<file path="src/rtl/fetch_stage.sv">
// Purpose: instruction-fetch stage; PC register driving a zero-latency imem, IF/ID output register to decode.
// Latency: the instruction at pc is on id_* one cycle after the load; a redirect target reaches id_* two cycles after redirect_valid.
// Backpressure: id_valid && !id_ready holds id_instr/id_pc and freezes pc; a redirect flushes id_* even under backpressure.
//
// Ports:
//   clk, rst_n                   clock (rising edge), asynchronous active-low reset
//   fetch_en                     run enable; low stops new fetches, the held id_* entry is still handed over
//   imem_addr / imem_instr       byte address out (equals pc), instruction word back in the same cycle
//   redirect_valid / redirect_pc branch/jump redirect from execute; highest priority
//   id_valid / id_ready          valid/ready handshake to decode carrying id_instr and id_pc
//   fetch_count                  completed decode handshakes, wraps at 2^32
//   fetch_fault                  sticky misaligned-redirect flag
//
// Optional feature macro: ALIGN_CHECK_EN
//   defined   : a misaligned redirect sets fetch_fault and parks the stage in FAULT until reset
//   undefined : redirect_pc[1:0] is forced to 2'b00, fetch_fault is tied 0, no FAULT state
module fetch_stage #(
  parameter logic [31:0] RESET_PC = 32'h0000_0000,
  parameter int unsigned PC_STEP  = 4
) (
  input  logic        clk,
  input  logic        rst_n,
  input  logic        fetch_en,
  output logic [31:0] imem_addr,
  input  logic [31:0] imem_instr,
  input  logic        redirect_valid,
  input  logic [31:0] redirect_pc,
  input  logic        id_ready,
  output logic        id_valid,
  output logic [31:0] id_instr,
  output logic [31:0] id_pc,
  output logic [31:0] fetch_count,
  output logic        fetch_fault
);

  localparam logic [31:0] NOP_INSTR = 32'h0000_0013;

  typedef struct packed {
    logic [31:0] instr;
    logic [31:0] pc;
  } ifid_t;

`ifdef ALIGN_CHECK_EN
  typedef enum logic [1:0] {IDLE, RUN, FAULT} state_t;
`else
  typedef enum logic {IDLE, RUN} state_t;
`endif

  state_t      state;
  state_t      state_nxt;
  logic [31:0] pc;
  ifid_t       ifid;
  logic        load;
  logic        xfer;
  logic        redir_take;
  logic [31:0] redir_target;

  assign imem_addr = pc;
  assign id_instr  = ifid.instr;
  assign id_pc     = ifid.pc;
  assign xfer      = id_valid && id_ready;

`ifdef ALIGN_CHECK_EN
  logic redir_bad;
  // Once faulted every further redirect is ignored.
  assign redir_take   = redirect_valid && (state != FAULT);
  assign redir_bad    = redir_take && (redirect_pc[1:0] != 2'b00);
  assign redir_target = redirect_pc;
`else
  logic unused_redirect_lsbs;
  assign unused_redirect_lsbs = ^redirect_pc[1:0];
  assign redir_take   = redirect_valid;
  assign redir_target = {redirect_pc[31:2], 2'b00};
`endif

  // State register.
  always_ff @(posedge clk or negedge rst_n) begin
    if (!rst_n) begin
      state <= IDLE;
    end else begin
      state <= state_nxt;
    end
  end

  // Next state and load decision. A redirect in the same cycle suppresses the
  // load so that the first fetch from the target happens on the next cycle.
  always_comb begin
    state_nxt = state;
    load      = 1'b0;
    case (state)
      IDLE: begin
        if (fetch_en) state_nxt = RUN;
      end
      RUN: begin
        load = (!id_valid || id_ready) && !redirect_valid;
        if (!fetch_en) state_nxt = IDLE;
      end
`ifdef ALIGN_CHECK_EN
      FAULT: begin
        state_nxt = FAULT;
      end
`endif
      default: begin
        state_nxt = IDLE;
      end
    endcase
`ifdef ALIGN_CHECK_EN
    if (redir_bad) state_nxt = FAULT;
`endif
  end

  // PC, IF/ID register and handshake counter.
  always_ff @(posedge clk or negedge rst_n) begin
    if (!rst_n) begin
      pc          <= RESET_PC;
      id_valid    <= 1'b0;
      ifid        <= '{instr: NOP_INSTR, pc: RESET_PC};
      fetch_count <= '0;
    end else begin
      // A transfer coinciding with a redirect still completed, so it counts.
      if (xfer) fetch_count <= fetch_count + 32'd1;

      if (redir_take) begin
        pc       <= redir_target;
        id_valid <= 1'b0;
      end else if (load) begin
        ifid     <= '{instr: imem_instr, pc: pc};
        id_valid <= 1'b1;
        pc       <= pc + 32'(PC_STEP);
      end else if (xfer) begin
        id_valid <= 1'b0;
      end
    end
  end

`ifdef ALIGN_CHECK_EN
  always_ff @(posedge clk or negedge rst_n) begin
    if (!rst_n) begin
      fetch_fault <= 1'b0;
    end else if (redir_bad) begin
      fetch_fault <= 1'b1;
    end
  end
`else
  assign fetch_fault = 1'b0;
`endif

endmodule

</file>
<file path="config.mk">
export PLATFORM = sky130hd
export DESIGN_NAME = fetch_stage
export DESIGN_NICKNAME = d
export VERILOG_FILES = /design/src/rtl/fetch_stage.sv
export SDC_FILE = /design/constraint.sdc
export NUM_CORES = 1
export LEC_CHECK = 0
export CORE_UTILIZATION = 49
export DETAILED_ROUTE_END_ITERATION = 10
export PLACE_DENSITY = 0.94
export SYNTH_ARGS = -nofsm -noshare
export SYNTH_HDL_FRONTEND = slang
export SYNTH_SLANG_ARGS = --single-unit
export TNS_END_PERCENT = 1
</file>
<file path="constraint.sdc">
create_clock -name clk -period 5.4 [get_ports clk]
set_clock_uncertainty 0.2 [all_clocks]
set_input_delay 1.08 -clock clk [delete_from_list [all_inputs] [get_ports clk]]
set_output_delay 1.08 -clock clk [all_outputs]
set_load 0.02 [all_outputs]
</file>
==> results.toml <==
[routing]
drt_iter0_markers = 157
drcViolationCount = 0
via_count = 4336
detail_route.first_pass.iterations = 4
wl_um = 14100
ant_nets = 0
viasPerCell = 5.29
wl_per_cell_um = 17.3

[cells_and_area]
nets = 737
layout-drive-gt1-share = 0.168
n_antenna_cell = 0
area.growth.synth_to_final_pct = 46.6

[power_and_ir_drop]
leakage_nw = 3.36
ir_worst_vdd_v = 0.000273
power_density_nw_per_um2 = 366

[yosys]
synth_cells = 470
yosysTopAreaCell = "dfrtp_1"
yosys_warnings = 0
netlist_area_sq_um = 5580
synth_top_area_share = 0.552
synth_seq_cells = 126
avgSynthCellArea_sq_um = 11.9
netlist_top_cells_area = "dfrtp_1, mux2_2, xnor2_1"
synth_cell_types = 35
synth-seq-area-share = 0.566

[clocking]
cts_resized = 0
clock_latency_ns = 0.42
cts_root_buf = "clkbuf_16"
post_cts_buffers = 0
clock_sinks = 126
ctsHtreeMaxLevel = 4
cts.clk_slew.worst_paths_ns = 0.06
cts_buffers = 17
cts_tree = "done"
postCtsHoldBufs = 0
clk_path_buf_depth = 2

[timing]
finalSetupViolCount = 0
fin_crit_ns = 3.60
hold_viol_final = 0
slew_headroom = 0.374
rsz0062_at_grt = "no"
hold_ws_ns = 0.285
post-route-period-util = 0.667
slew_violations = 0
tightest_slew_ns = 0.939
clock.fmax_ghz = 0.278
finalSetupTns_ns = 0

[floorplanning]
initial_utilization = 0.508
die-area_sq_um = 11800
rows = 38
core_area_sq_um = 11000
dieWidth_um = 109
ioPinCount = 199
die_h_um = 109

[setup_path]
crit_arrival_ns = 3.70
crit_type = "input port to register"
worstSetupEndpointType = "register"
cp_max_fo = 48
cp.required_ns = 5.50
r2r_cells = 5
start_kind = "input port"
worstPathCellList = "clkdlybuf4s50_1 -> nand2b_1 -> nand2_1 -> nor2_4 -> buf_4 -> mux2_2"
cpMaxStageDelayCell = "buf_4"
cp_top_family = "buffers and inverters"
crit_cells = 6
cpPeakStageDelay_ns = 0.60
crit_buf_inv = 2

[place]
gp_congestion = 0.791
portBuffers = 191
dp_hpwl_um = 10000

[grt]
grt_max_degree = 63
grt_pass1_vias = 4603
antenna_found_initial = 0
grt_overflow = 0
grt_use_total = 0.252
grt_pass1_wl_um = 22300

[min_path]
min_path_type = "register to register"
holdPathStages = 1

[flow_run]
maxCapViolCount = 0

[status]
run_status = "finished clean"
## cell usage after synthesis (all sizes together)
cell type,number
dfrtp,123
mux2,63
nand2,60
xnor2,41
o21ai,30
nor2,20
xor2,19
nand3,18
nand4,18
nor3,15
buf,13
nor4,9
clkbuf,8
and3,6
inv,5
and4,4
dfstp,3
or2,3
and2,2
ha,2
nor2b,2
a21oi,1
conb,1
mux2i,1
nand2b,1
or3b,1
or4,1
## routing by layer
| metal | vias to the layer above | routed length, um | part of all wire | track usage |
|---|---|---|---|---|
| li1 | 2017 | - | - | - |
| met1 | 2096 | 5360 | 0.38 | 0.275 |
| met2 | 190 | 7290 | 0.52 | 0.450 |
| met3 | 33 | 1150 | 0.081 | 0.0831 |
| met4 | 0 | 331 | 0.023 | 0.0975 |
| met5 | - | 0 | 0 | 0 |
## sequential cells by signal (all words and copies together), names as in the netlist
register     cells
state            1
id_pc           30
id_instr        32
imem_addr       30
id_valid         1
fetch_count     32
## cell families (layout without fill, tap and decap cells)
family | after synthesis | after routing | synth area share
AND/OR/NAND/NOR | 160 | 160 | 0.155
adder cells (fa/ha/maj) | 2 | 2 | 0.00449
flip-flops | 126 | 126 | 0.566
other | 1 | 5 | 0.000672
AO/OA/AOI/OAI | 31 | 31 | 0.0278
buffers and inverters | 26 | 231 | 0.0231
multiplexers | 64 | 64 | 0.129
XOR/XNOR | 60 | 60 | 0.0942
## layout by cell type (no fill, tap or decap), types with 3 or more instances in the layout
master and instances:
dfstp_2 3, o21ai_1 13, and4_1 4, xor2_1 19, or2_2 3, dfrtp_1 123
clkdlybuf4s50_1 189, nand3_1 15, o21ai_0 17, nor3_1 15, nand4_1 16, mux2_2 58
inv_1 5, clkinv_2 3, xnor2_1 41, and3_1 6, nand3_2 3, buf_4 4
conb_1 5, nand2_1 60, nor2_1 19, nor4_1 3, clkinvlp_4 7, nor4_2 4
mux2_1 5, clkbuf_16 17
## layout make-up
type,instances,area [sq um]
multi-input combinational,322,2310
clock inverter,14,145
fill,695,2810
sequential,126,3160
timing repair buffer,194,1930
tap,140,175
clock buffer,18,439
inverter,5,18.8
## report_power, final
group | leakage (nW) | internal, mW | switching, mW
logic | 1.54 | 0.366 | 0.333
clock network | 0.266 | 0.687 | 0.416
registers | 1.55 | 1.08 | 0.112
total | 3.36 | 2.13 | 0.861
## worst reg2reg max path: stages, from the launching register on
cell      delay, ns
dfrtp_1        0.46
nand2b_1       0.28
nand2_1        0.21
nor2_4         0.41
buf_4          0.60
mux2_2         0.48
## worst paths after layout
kind	slack (ns)	end	start
worst max-delay path	1.80	id_instr[14]	id_ready
worst min-delay path	0.29	fetch_count[31]	fetch_count[31]
worst max register to register	2.64	id_instr[14]	id_valid
worst min register to register	0.29	fetch_count[31]	fetch_count[31]
max in group asynchronous	3.57	id_instr[0]	rst_n
min in group asynchronous	0.46	fetch_count[27]	rst_n
## through the flow
stage / std cells / util / power, mW / area, sq um / setup WS, ns
after floorplan: 474 / - / 1.52 / 5590 / 2.85
after global placement: 787 / 0.691 / 1.87 / 7590 / 1.49
after detailed placement: 787 / 0.691 / 1.91 / 7590 / 1.36
after CTS: 819 / 0.744 / 3.02 / 8170 / 1.78
after global routing: 819 / 0.744 / 3.11 / 8170 / 1.66
final: 819 / 0.744 / 2.99 / 8170 / 1.80
(Power assumes the default switching activity.)
